<file path="src/rtl/sdram_port_scheduler_pkg.sv">
// Shared types and helpers for the SDRAM port scheduler.
package sdram_port_scheduler_pkg;
  typedef enum logic [1:0] {ST_IDLE, ST_ISSUE, ST_BUSY, ST_UPDATE} state_t;

  localparam int PORT_W = 2;
  localparam int IDX_W  = 3;

  // Distance from the round-robin pointer to candidate j, walking upward with wrap.
  function automatic int rr_dist(input int j, input int ptr, input int n);
    return (j - ptr + n) % n;
  endfunction
endpackage

</file>
<file path="src/rtl/sdram_port_scheduler_rr_arbiter.sv">
// Round-robin arbiter: grants the requester nearest at/after the pointer.
module sdram_port_scheduler_rr_arbiter
  import sdram_port_scheduler_pkg::*;
#(
  parameter int N = 2
) (
  input  logic             clk,
  input  logic             rst,
  input  logic [N-1:0]     req,
  input  logic             advance,
  output logic [N-1:0]     grant,
  output logic [IDX_W-1:0] idx
);
  logic [IDX_W-1:0] ptr;
  int               best;

  always_comb begin
    best = N;
    idx  = '0;
    for (int j = 0; j < N; j++) begin
      if (req[j] && rr_dist(j, int'(ptr), N) < best) begin
        best = rr_dist(j, int'(ptr), N);
        idx  = IDX_W'(j);
      end
    end
    grant = '0;
    for (int j = 0; j < N; j++) grant[j] = (best < N) && (int'(idx) == j);
  end

  always_ff @(posedge clk or posedge rst) begin
    if (rst)          ptr <= '0;
    else if (advance) ptr <= (int'(idx) == N - 1) ? '0 : idx + 1'b1;
  end
endmodule

</file>
<file path="src/rtl/sdram_port_scheduler.sv">
// Multi-port SDRAM burst scheduler: picks an eligible FIFO port, issues one burst, tracks per-port pointers.
module sdram_port_scheduler
  import sdram_port_scheduler_pkg::*;
#(
  parameter int NUM_WR   = 2,
  parameter int NUM_RD   = 2,
  parameter int ASIZE    = 23,
  parameter int LSIZE    = 9,
  parameter int USIZE    = 16,
  parameter int RD_FIRST = 1
) (
  input  logic                    CLK,
  input  logic                    RESET,
  input  logic [NUM_WR*ASIZE-1:0] WR_START,
  input  logic [NUM_WR*ASIZE-1:0] WR_MAX,
  input  logic [NUM_WR*LSIZE-1:0] WR_LEN,
  input  logic [NUM_WR-1:0]       WR_LOAD,
  input  logic [NUM_WR*USIZE-1:0] WR_USED,
  input  logic [NUM_RD*ASIZE-1:0] RD_START,
  input  logic [NUM_RD*ASIZE-1:0] RD_MAX,
  input  logic [NUM_RD*LSIZE-1:0] RD_LEN,
  input  logic [NUM_RD-1:0]       RD_LOAD,
  input  logic [NUM_RD*USIZE-1:0] RD_USED,
  output logic                    REQ,
  output logic                    REQ_WR,
  output logic [ASIZE-1:0]        REQ_ADDR,
  output logic [LSIZE-1:0]        REQ_LEN,
  output logic [PORT_W-1:0]       REQ_PORT,
  input  logic                    ACK,
  input  logic                    DONE,
  output logic [NUM_WR-1:0]       WR_MASK,
  output logic [NUM_RD-1:0]       RD_MASK
);
  state_t              state;
  logic                idle, ld_hit, ld_now, win_any, win_wr;
  logic [PORT_W-1:0]   win_port;
  logic [NUM_RD-1:0]   rd_elig, rd_gnt;
  logic [NUM_WR-1:0]   wr_elig, wr_gnt;
  logic [ASIZE-1:0]    rd_cur [NUM_RD];
  logic [ASIZE-1:0]    wr_cur [NUM_WR];
  logic [ASIZE-1:0]    sel_addr;
  logic [LSIZE-1:0]    sel_len;

  assign idle = (state == ST_IDLE);

  function automatic logic [ASIZE-1:0] next_ptr(input logic [ASIZE-1:0] p, input logic [ASIZE-1:0] s,
                                                input logic [ASIZE-1:0] m, input logic [LSIZE-1:0] l);
    return (p < m - ASIZE'(l)) ? p + ASIZE'(l) : s;
  endfunction

  // Pointers start out tracking START live until first load/update, avoiding a data-dependent async reset.
  for (genvar i = 0; i < NUM_RD; i++) begin : g_rd
    logic [ASIZE-1:0] p, start, maxa;
    logic [LSIZE-1:0] len;
    logic             ok, upd;
    assign start      = RD_START[i*ASIZE +: ASIZE];
    assign maxa       = RD_MAX[i*ASIZE +: ASIZE];
    assign len        = RD_LEN[i*LSIZE +: LSIZE];
    assign rd_elig[i] = (32'(RD_USED[i*USIZE +: USIZE]) < 32'(len)) && (len != '0) && !RD_LOAD[i];
    assign rd_cur[i]  = ok ? p : start;
    assign upd        = (state == ST_UPDATE) && !REQ_WR && (int'(REQ_PORT) == i) && !ld_hit;
    always_ff @(posedge CLK or posedge RESET) begin
      if (RESET)           begin ok <= 1'b0; p <= '0; end
      else if (RD_LOAD[i]) begin ok <= 1'b1; p <= start; end
      else if (upd)        begin ok <= 1'b1; p <= next_ptr(rd_cur[i], start, maxa, len); end
    end
  end

  for (genvar i = 0; i < NUM_WR; i++) begin : g_wr
    logic [ASIZE-1:0] p, start, maxa;
    logic [LSIZE-1:0] len;
    logic             ok, upd;
    assign start      = WR_START[i*ASIZE +: ASIZE];
    assign maxa       = WR_MAX[i*ASIZE +: ASIZE];
    assign len        = WR_LEN[i*LSIZE +: LSIZE];
    assign wr_elig[i] = (32'(WR_USED[i*USIZE +: USIZE]) >= 32'(len)) && (len != '0) && !WR_LOAD[i];
    assign wr_cur[i]  = ok ? p : start;
    assign upd        = (state == ST_UPDATE) && REQ_WR && (int'(REQ_PORT) == i) && !ld_hit;
    always_ff @(posedge CLK or posedge RESET) begin
      if (RESET)           begin ok <= 1'b0; p <= '0; end
      else if (WR_LOAD[i]) begin ok <= 1'b1; p <= start; end
      else if (upd)        begin ok <= 1'b1; p <= next_ptr(wr_cur[i], start, maxa, len); end
    end
  end

  if (RD_FIRST != 0) begin : g_split
    logic [IDX_W-1:0] rd_idx, wr_idx;
    logic [NUM_RD-1:0] rd_g;
    logic [NUM_WR-1:0] wr_g;
    sdram_port_scheduler_rr_arbiter #(.N(NUM_RD)) u_rd_arb (
      .clk(CLK), .rst(RESET), .req(rd_elig), .advance(idle && |rd_elig), .grant(rd_g), .idx(rd_idx));
    sdram_port_scheduler_rr_arbiter #(.N(NUM_WR)) u_wr_arb (
      .clk(CLK), .rst(RESET), .req(wr_elig), .advance(idle && !(|rd_elig) && |wr_elig),
      .grant(wr_g), .idx(wr_idx));
    assign win_any  = |rd_elig || |wr_elig;
    assign win_wr   = !(|rd_elig);
    assign win_port = win_wr ? PORT_W'(wr_idx) : PORT_W'(rd_idx);
    assign rd_gnt   = rd_g;
    assign wr_gnt   = wr_g;
  end else begin : g_joint
    logic [IDX_W-1:0]         idx;
    logic [NUM_RD+NUM_WR-1:0] g;
    sdram_port_scheduler_rr_arbiter #(.N(NUM_RD + NUM_WR)) u_arb (
      .clk(CLK), .rst(RESET), .req({wr_elig, rd_elig}), .advance(idle && win_any), .grant(g), .idx(idx));
    assign win_any  = |{wr_elig, rd_elig};
    assign win_wr   = int'(idx) >= NUM_RD;
    assign win_port = win_wr ? PORT_W'(int'(idx) - NUM_RD) : PORT_W'(idx);
    assign rd_gnt   = g[NUM_RD-1:0];
    assign wr_gnt   = g[NUM_RD+NUM_WR-1:NUM_RD];
  end

  always_comb begin
    sel_addr = '0;
    sel_len  = '0;
    ld_now   = 1'b0;
    for (int k = 0; k < NUM_RD; k++) begin
      if (!win_wr && int'(win_port) == k) begin
        sel_addr = rd_cur[k];
        sel_len  = RD_LEN[k*LSIZE +: LSIZE];
      end
      if (!REQ_WR && int'(REQ_PORT) == k && RD_LOAD[k]) ld_now = 1'b1;
    end
    for (int k = 0; k < NUM_WR; k++) begin
      if (win_wr && int'(win_port) == k) begin
        sel_addr = wr_cur[k];
        sel_len  = WR_LEN[k*LSIZE +: LSIZE];
      end
      if (REQ_WR && int'(REQ_PORT) == k && WR_LOAD[k]) ld_now = 1'b1;
    end
  end

  always_ff @(posedge CLK or posedge RESET) begin
    if (RESET) begin
      state    <= ST_IDLE;
      REQ      <= 1'b0;
      REQ_WR   <= 1'b0;
      REQ_ADDR <= '0;
      REQ_LEN  <= '0;
      REQ_PORT <= '0;
      WR_MASK  <= '0;
      RD_MASK  <= '0;
      ld_hit   <= 1'b0;
    end else begin
      // A reload of the in-flight port anywhere in the burst suppresses its UPDATE step.
      ld_hit <= idle ? 1'b0 : (ld_hit | ld_now);
      unique case (state)
        ST_IDLE: if (win_any) begin
          REQ      <= 1'b1;
          REQ_WR   <= win_wr;
          REQ_ADDR <= sel_addr;
          REQ_LEN  <= sel_len;
          REQ_PORT <= win_port;
          RD_MASK  <= win_wr ? '0 : rd_gnt;
          WR_MASK  <= win_wr ? wr_gnt : '0;
          state    <= ST_ISSUE;
        end
        ST_ISSUE: if (DONE) begin
          REQ     <= 1'b0;
          RD_MASK <= '0;
          WR_MASK <= '0;
          state   <= ST_UPDATE;
        end else if (ACK) begin
          REQ   <= 1'b0;
          state <= ST_BUSY;
        end
        ST_BUSY: if (DONE) begin
          RD_MASK <= '0;
          WR_MASK <= '0;
          state   <= ST_UPDATE;
        end
        default: state <= ST_IDLE;
      endcase
    end
  end
endmodule

</file>
<file path="config.mk">
export PLATFORM = sky130hd
export DESIGN_NAME = sdram_port_scheduler
export DESIGN_NICKNAME = d
export VERILOG_FILES = /design/src/rtl/sdram_port_scheduler_pkg.sv /design/src/rtl/sdram_port_scheduler_rr_arbiter.sv /design/src/rtl/sdram_port_scheduler.sv
export SDC_FILE = /design/constraint.sdc
export NUM_CORES = 1
export LEC_CHECK = 0
export CAP_MARGIN = 20
export CORE_MARGIN = 2
export CORE_UTILIZATION = 45
export CTS_CLUSTER_DIAMETER = 30
export DETAILED_ROUTE_END_ITERATION = 16
export PLACE_DENSITY = 0.73
export SYNTH_ARGS = -nofsm -noshare
export SYNTH_HDL_FRONTEND = slang
export SYNTH_SLANG_ARGS = --single-unit
</file>
<file path="constraint.sdc">
create_clock -name CLK -period 5 [get_ports CLK]
set_input_delay 1 -clock CLK [delete_from_list [all_inputs] [get_ports CLK]]
set_output_delay 1 -clock CLK [all_outputs]
set_load 0.02 [all_outputs]
</file>
==> results of run 1 <==
-- sequential cells by signal, indices dropped and copies added (netlist names), 2 cells and up --
register,count
WR_MASK,2
g_wr.p,46
state,2
g_rd.p,46
RD_MASK,2
REQ_LEN,9
REQ_ADDR,23
g_rd.ok,2
g_wr.ok,2
-- cells by family after synthesis --
| logic type | Yosys count | share of synthesized area [%] |
|---|---|---|
| AND/OR/NAND/NOR | 682 | 18.5 |
| AO/OA/AOI/OAI | 650 | 26.1 |
| adder cells (fa/ha/maj) | 207 | 15.3 |
| buffers and inverters | 205 | 4.97 |
| multiplexers | 157 | 9.75 |
| flip-flops | 140 | 20.2 |
| XOR/XNOR | 103 | 5.20 |
| other | 1 | 0.0216 |
-- critical path, cell delays in order --
cell and delay (ns):
clkdlybuf4s50_1 0.52, inv_1 0.07, ha_1 0.29, a21o_1 0.18, a21oi_2 0.18, nor2b_2 0.09
o31ai_4 0.22, a21oi_2 0.13, nor2_2 0.18, nand2_1 0.09, xor2_1 0.15, ha_1 0.33
a211oi_2 0.24, nor3b_1 0.08, o311a_1 0.33, a2111oi_4 0.36, nand2_2 0.19, or4_1 0.54
nand4_1 0.08
-- worst paths after layout --
check                      cells after the start                startpoint  slack (ns)                        end
max in group asynchronous                      3                     RESET        2.80  g_wr[0].p[15]$_DFFE_PP0P_
max                                           19                 WR_LEN[2]        0.12  g_wr[0].p[21]$_DFFE_PP0P_
min reg2reg                                    2  g_wr[1].p[0]$_DFFE_PP0P_        0.48   g_wr[1].p[0]$_DFFE_PP0P_
min in group asynchronous                      2                     RESET        1.09  g_wr[1].p[17]$_DFFE_PP0P_
min                                            2  g_wr[1].p[0]$_DFFE_PP0P_        0.48   g_wr[1].p[0]$_DFFE_PP0P_
max reg2reg                                   13    g_rd[1].ok$_DFFE_PP0P_        0.82  g_rd[1].p[17]$_DFFE_PP0P_
-- where the power goes --
group	total, mW	switching [mW]	leakage, nW	internal [mW]
Combinational	6.44	3.51	8.45	2.93
Sequential	2.05	0.428	1.64	1.62
Clock	1.41	0.641	0.306	0.766
-- cell type report --
type	count	area share, %
Clock buffer	17	1.78
Clock inverter	15	0.814
Inverter	113	1.80
Multi-Input combinational cell	1800	56.1
Sequential cell	140	14.7
Tap cell	511	2.68
Timing Repair Buffer	568	22.1
-- metrics by stage --
step                worst slack, ns  std cells
finish                        0.124       3164
global route                -0.0298       3164
CTS                          0.0108       3138
detailed placement           -0.703       3102
global placement             -0.581       3102
floorplan                    0.0449       2145
-- cells in the final DEF, fill, tap and decap left out, types with 14 or more instances in the layout --
cell             count
or3_1               15
nor4_1              20
nand2b_1            18
o211ai_1            15
dfrtp_1            139
a32o_1              26
xor2_1              33
nor2b_1             26
o31ai_1             33
inv_1              104
nand2_1            185
nor3_1              48
clkbuf_16           19
clkdlybuf4s50_1    314
buf_4              220
nand3_1             49
o2bb2ai_1           18
a211oi_1            22
nand4_1             18
mux2_2              79
o21a_1              45
dlymetal6s2s_1      16
a21o_1              37
a21oi_2             14
xnor2_1             69
a31oi_1             21
o21ai_1             33
o221a_2             15
a21oi_1            106
and2_1              19
mux2i_1             75
nor2_1             207
a221oi_1            20
o21ai_0            118
ha_1               194
-- per-layer routing --
metal  wire length [um]  part of all wire, %
met1              28800                   43
met2              31000                   46
met3               4430                  6.6
met4               3170                  4.7
met5                  0                    0
-- what timing repair did --
| action | 4_1_cts | 5_1_grt |
|---|---|---|
| setup endpoints to repair | 72 | 92 |
| resized for setup | 27 | 103 |
| cloned | 2 | 2 |
| setup buffers | 2 | 23 |
| hold buffers | 0 | 0 |
| pin swaps | 10 | 76 |
==> impl_metrics.yaml, run 1 <==
clock_tree:
  cts.sink_count: 140
  clockRootBuffer: "clkbuf_16"
  cts_tree: "built"
  clock_latency_ns: 0.46
  htreeDepth: 4
  cts_buffers: 17
  clk_pin_slew_ns: 0.07
  ctsLongestPathBuffers: 2
timing:
  worst_slew_pin_slew_ns: 1.08
  fmax_ghz: 0.205
  fin_skew_ns: 0.0120
  slew_headroom_pct: 27.8
  hold_viol_final: 0
  min_period_ns: 4.88
  final-max-slew-violation-count: 0
  post-route-period-util_pct: 97.5
  final-setup-viol-count: 0
  whs_ns: 0.479
  tns_ns: 0
cells_and_area:
  fin_util_pct: 63.0
  syn2layout_area_growth_pct: 37.4
  postLayoutCellArea_mm2: 0.0238
  n_antenna_cell: 0
  multiInputGateArea_mm2: 0.0134
  regArea_mm2: 0.00350
  drive_gt1_share_pct: 17.9
  num-fill-cells: 3221
  final_nets: 3139
yosys:
  yosysTopAreaCellShare_pct: 20.2
  ys_seq_elements: 140
  syn_nets: 2644
  yosys-top-cells-area: "dfrtp_1 20%, ha_1 14%, mux2_2 5.1%"
  synth-edff-count: 0
  yosys_warnings: 0
  yosysTopAreaCell: "dfrtp_1"
  synthesis.area_mm2: 0.0174
  yosysUniqueCellTypes: 93
  yosysMostFrequentCell: "nor2_1"
  synth_area_per_cell_um2: 8.09
  synth_flop_cell: "dfrtp_1"
  synth_common_cells: "210 x nor2_1, 199 x ha_1, 189 x nand2_1"
  yosysSeqAreaShare_pct: 20.2
  ys_async_sr_fraction_pct: 100
  synthCells: 2145
worst_setup_path:
  worstPathRequired_ns: 5.39
  path_class: "in2reg"
  worstPathArrival_ns: 5.26
  start_kind: "input port"
  crit_path_end_kind: "register"
  critPathMaxFanout: 5
detailed_routing:
  drc: 0
  postRouteAntennaNets: 0
  vias: 19100
  wl_per_cell_um: 21.3
  drt-vias-per-instance: 6.03
  drtIter0Drc: 1485
  drt-pass1-iter-count: 6
  wl_um: 67400
floorplanning:
  die_y_um: 200
  die_area_mm2: 0.0402
  ioPinCount: 332
  rows: 71
  die_w_um: 200
  core_mm2: 0.0378
  start_util_pct: 45.9
grt:
  grt_use_met2_pct: 52.7
  grt_pass1_vias: 18700
  grt.busiest_layer: "met2"
  grt_max_degree: 84
  grt_antenna_before_repair: 1
  grt_pass1_wl_um: 103000
  grtUsageTotal_pct: 32.3
  overflow: 0
  use_met1_pct: 42.4
  grt_util_met3_pct: 4.36
worst_hold_path:
  hold_path_class: "reg2reg"
power:
  power_mw: 9.89
  vdd_ir_drop_max_v: 0.000250
  p_per_area_mw_per_mm2: 415
  p_leak_nw: 10.4
job:
  cap_violations: 0
place:
  post-dp-hpwl_um: 53800
  place.gp.congestion: 0.975
  placed_cell_area_mm2: 0.0225
  portBuffers: 330
outcome:
  outcome: "completed"
Note: power is estimated with default switching activity, not from simulation.
==> run 2, diff against run 1 <==
--- a/config.mk
+++ b/config.mk
@@ -8,6 +8,7 @@
 export CAP_MARGIN = 20
 export CORE_MARGIN = 2
 export CORE_UTILIZATION = 45
+export CTS_BUF_LIST = sky130_fd_sc_hd__clkbuf_4 sky130_fd_sc_hd__clkbuf_8
 export CTS_CLUSTER_DIAMETER = 30
 export DETAILED_ROUTE_END_ITERATION = 16
 export PLACE_DENSITY = 0.73
==> impl_metrics.yaml, run 2 (synthesized netlist as in run 1, its figures left out) <==
clock_tree:
  cts_hold_buf: 0
  clk_pin_slew_ns: 0.10
  clockRootBuffer: "clkbuf_8"
  htreeDepth: 4
  ctsLongestPathBuffers: 2
  cts_buffers: 17
  clock_latency_ns: 0.52
  cts_tree: "built"
  cts.sink_count: 140
grt:
  grtUsageTotal_pct: 32.2
  overflow: 0
  grt_max_degree: 84
  grt_pass1_wl_um: 103000
  grt_pass1_vias: 18700
  grt_antenna_before_repair: 1
floorplanning:
  die_y_um: 200
  ioPinCount: 332
  die_w_um: 200
  die_area_mm2: 0.0402
  core_mm2: 0.0378
  start_util_pct: 45.9
  rows: 71
detailed_routing:
  vias: 19000
  drt-pass1-iter-count: 6
  postRouteAntennaNets: 0
  drt-vias-per-instance: 6.01
  drc: 0
  wl_um: 67100
  drtIter0Drc: 1540
  wl_per_cell_um: 21.2
worst_hold_path:
  min_path_cells: 2
  hold_path_class: "reg2reg"
worst_setup_path:
  path_cells: "clkdlybuf4s50_1 -> inv_1 -> ha_2 -> inv_1 -> fa_2 -> a21o_1 -> a21oi_2 -> nor2b_2 -> o31ai_4 -> a21oi_2 -> nor2_2 -> nand2_1 -> xor2_1 -> ha_1 -> a211oi_2 -> nor3b_1 -> o311a_1 -> a2111oi_4 -> nand2_2 -> buf_6 -> or3_1 -> nand3_1"
  worstPathArrival_ns: 5.34
  slowest_stage: "clkdlybuf4s50_1"
  max_stage_delay_ns: 0.41
  start_kind: "input port"
  ff2ff_setup_slack_ns: 0.88
  worstPathRequired_ns: 5.45
  crit_path_end_kind: "register"
  path_class: "in2reg"
  critPathMaxFanout: 5
  rr_worst_depth: 13
timing:
  hold_viol_final: 0
  final-setup-viol-count: 0
  slew_headroom_pct: 28.4
  worst_slew_pin_slew_ns: 1.07
  fin_skew_ns: 0.0197
  fmax_ghz: 0.204
  post-route-period-util_pct: 97.9
  min_period_ns: 4.90
  final-max-slew-violation-count: 0
cells_and_area:
  syn2layout_area_growth_pct: 35.8
  drive_gt1_share_pct: 17.3
  final_nets: 3132
  num-fill-cells: 3273
  layout_common_cells: "321 x clkdlybuf4s50_1, 217 x buf_4, 208 x nor2_1"
  mostFrequentLayoutCell: "clkdlybuf4s50_1"
  reg_top3: "g_rd.p (46), g_wr.p (46), REQ_ADDR (23)"
  n_antenna_cell: 0
  finalNonFillerCells: 3157
outcome:
  outcome: "completed"
power:
  power_mw: 9.52
  p_per_area_mw_per_mm2: 404
  p_leak_nw: 10.2
  vdd_ir_drop_max_v: 0.000202
place:
  place.gp.congestion: 0.975
  post-dp-hpwl_um: 53800
  portBuffers: 330
  placedCellCount: 3102
job:
  cap_violations: 0
-- run 2: cell types whose count changed in the layout (fill, tap and decap cells not counted), sizes merged --
cell	previous run	this run
clkdlybuf4s50	314	321
clkbuf	19	20
buf	236	228
dlymetal6s2s	16	9
-- run 2: where the power goes --
part / total [mW] / internal [mW] / leakage [nW] / switching, mW
Sequential: 2.05 / 1.62 / 1.64 / 0.430
Clock: 1.07 / 0.474 / 0.219 / 0.598
Combinational: 6.40 / 2.90 / 8.37 / 3.50
-- run 2: worst paths after layout --
check                                          from                         to
setup / recovery                          WR_MAX[0]  g_wr[0].p[19]$_DFFE_PP0P_
hold / removal             g_wr[1].p[0]$_DFFE_PP0P_   g_wr[1].p[0]$_DFFE_PP0P_
max in group asynchronous                     RESET  g_wr[0].p[19]$_DFFE_PP0P_
min in group asynchronous                     RESET  g_wr[1].p[20]$_DFFE_PP0P_
hold reg to reg            g_wr[1].p[0]$_DFFE_PP0P_   g_wr[1].p[0]$_DFFE_PP0P_
setup reg to reg             g_rd[1].ok$_DFFE_PP0P_  g_rd[1].p[17]$_DFFE_PP0P_
-- run 2: routing by layer --
metal	track usage, %	routed length (um)	part of all wire, %	up-vias
met5	0	0	0	-
met4	15.1	3260	4.9	0
met3	4.78	4550	6.8	186
met2	52.1	30500	45	828
met1	42.1	28800	43	9014
li1	-	-	-	8935
-- run 2: layout make-up --
type                       count  area [um^2]  share of cell area, %
sequential                   140         3500                   14.9
clock inverter                15          194                  0.823
timing repair buffer         561         5200                   22.1
tap                          511          639                   2.71
clock buffer                  17          234                  0.993
multi-input combinational   1800        13400                   56.7
inverter                     113          429                   1.82
-- run 2: through the flow --
| step | area (um^2) | setup TNS [ns] | hold slack [ns] | utilization, % | setup WS [ns] |
|---|---|---|---|---|---|
| 4_1_cts | 23000 | 0 | 0.489 | 60.9 | 0.00621 |
| 3_5_place_dp | 22500 | -48.14 | 0.468 | 59.5 | -0.703 |
| 3_3_place_gp | 22500 | -38.82 | 0.457 | 59.5 | -0.581 |
| 2_1_floorplan | 17400 | 0 | 0.444 | - | 0.0449 |
| 5_1_grt | 23600 | -0.504 | 0.514 | 62.3 | -0.0632 |
| 6_report | 23600 | 0 | 0.482 | 62.3 | 0.105 |
-- run 2: critical path: cells and delay by family --
| family | cells | cell delay, ns |
|---|---|---|
| buffers and inverters | 4 | 0.68 |
| and+or+nand+nor | 7 | 1.07 |
| xor gates and xnor gates | 1 | 0.16 |
| adders and majority gates | 3 | 0.82 |
| AOI/OAI and AO/OA | 7 | 1.57 |
-- run 2: repair_timing --
action	CTS	global route
endpoints found under the hold margin	0	0
setup endpoints to repair	50	92
gates cloned	1	3
pin swaps	6	54
resized for setup	20	85
buffers inserted	1	17
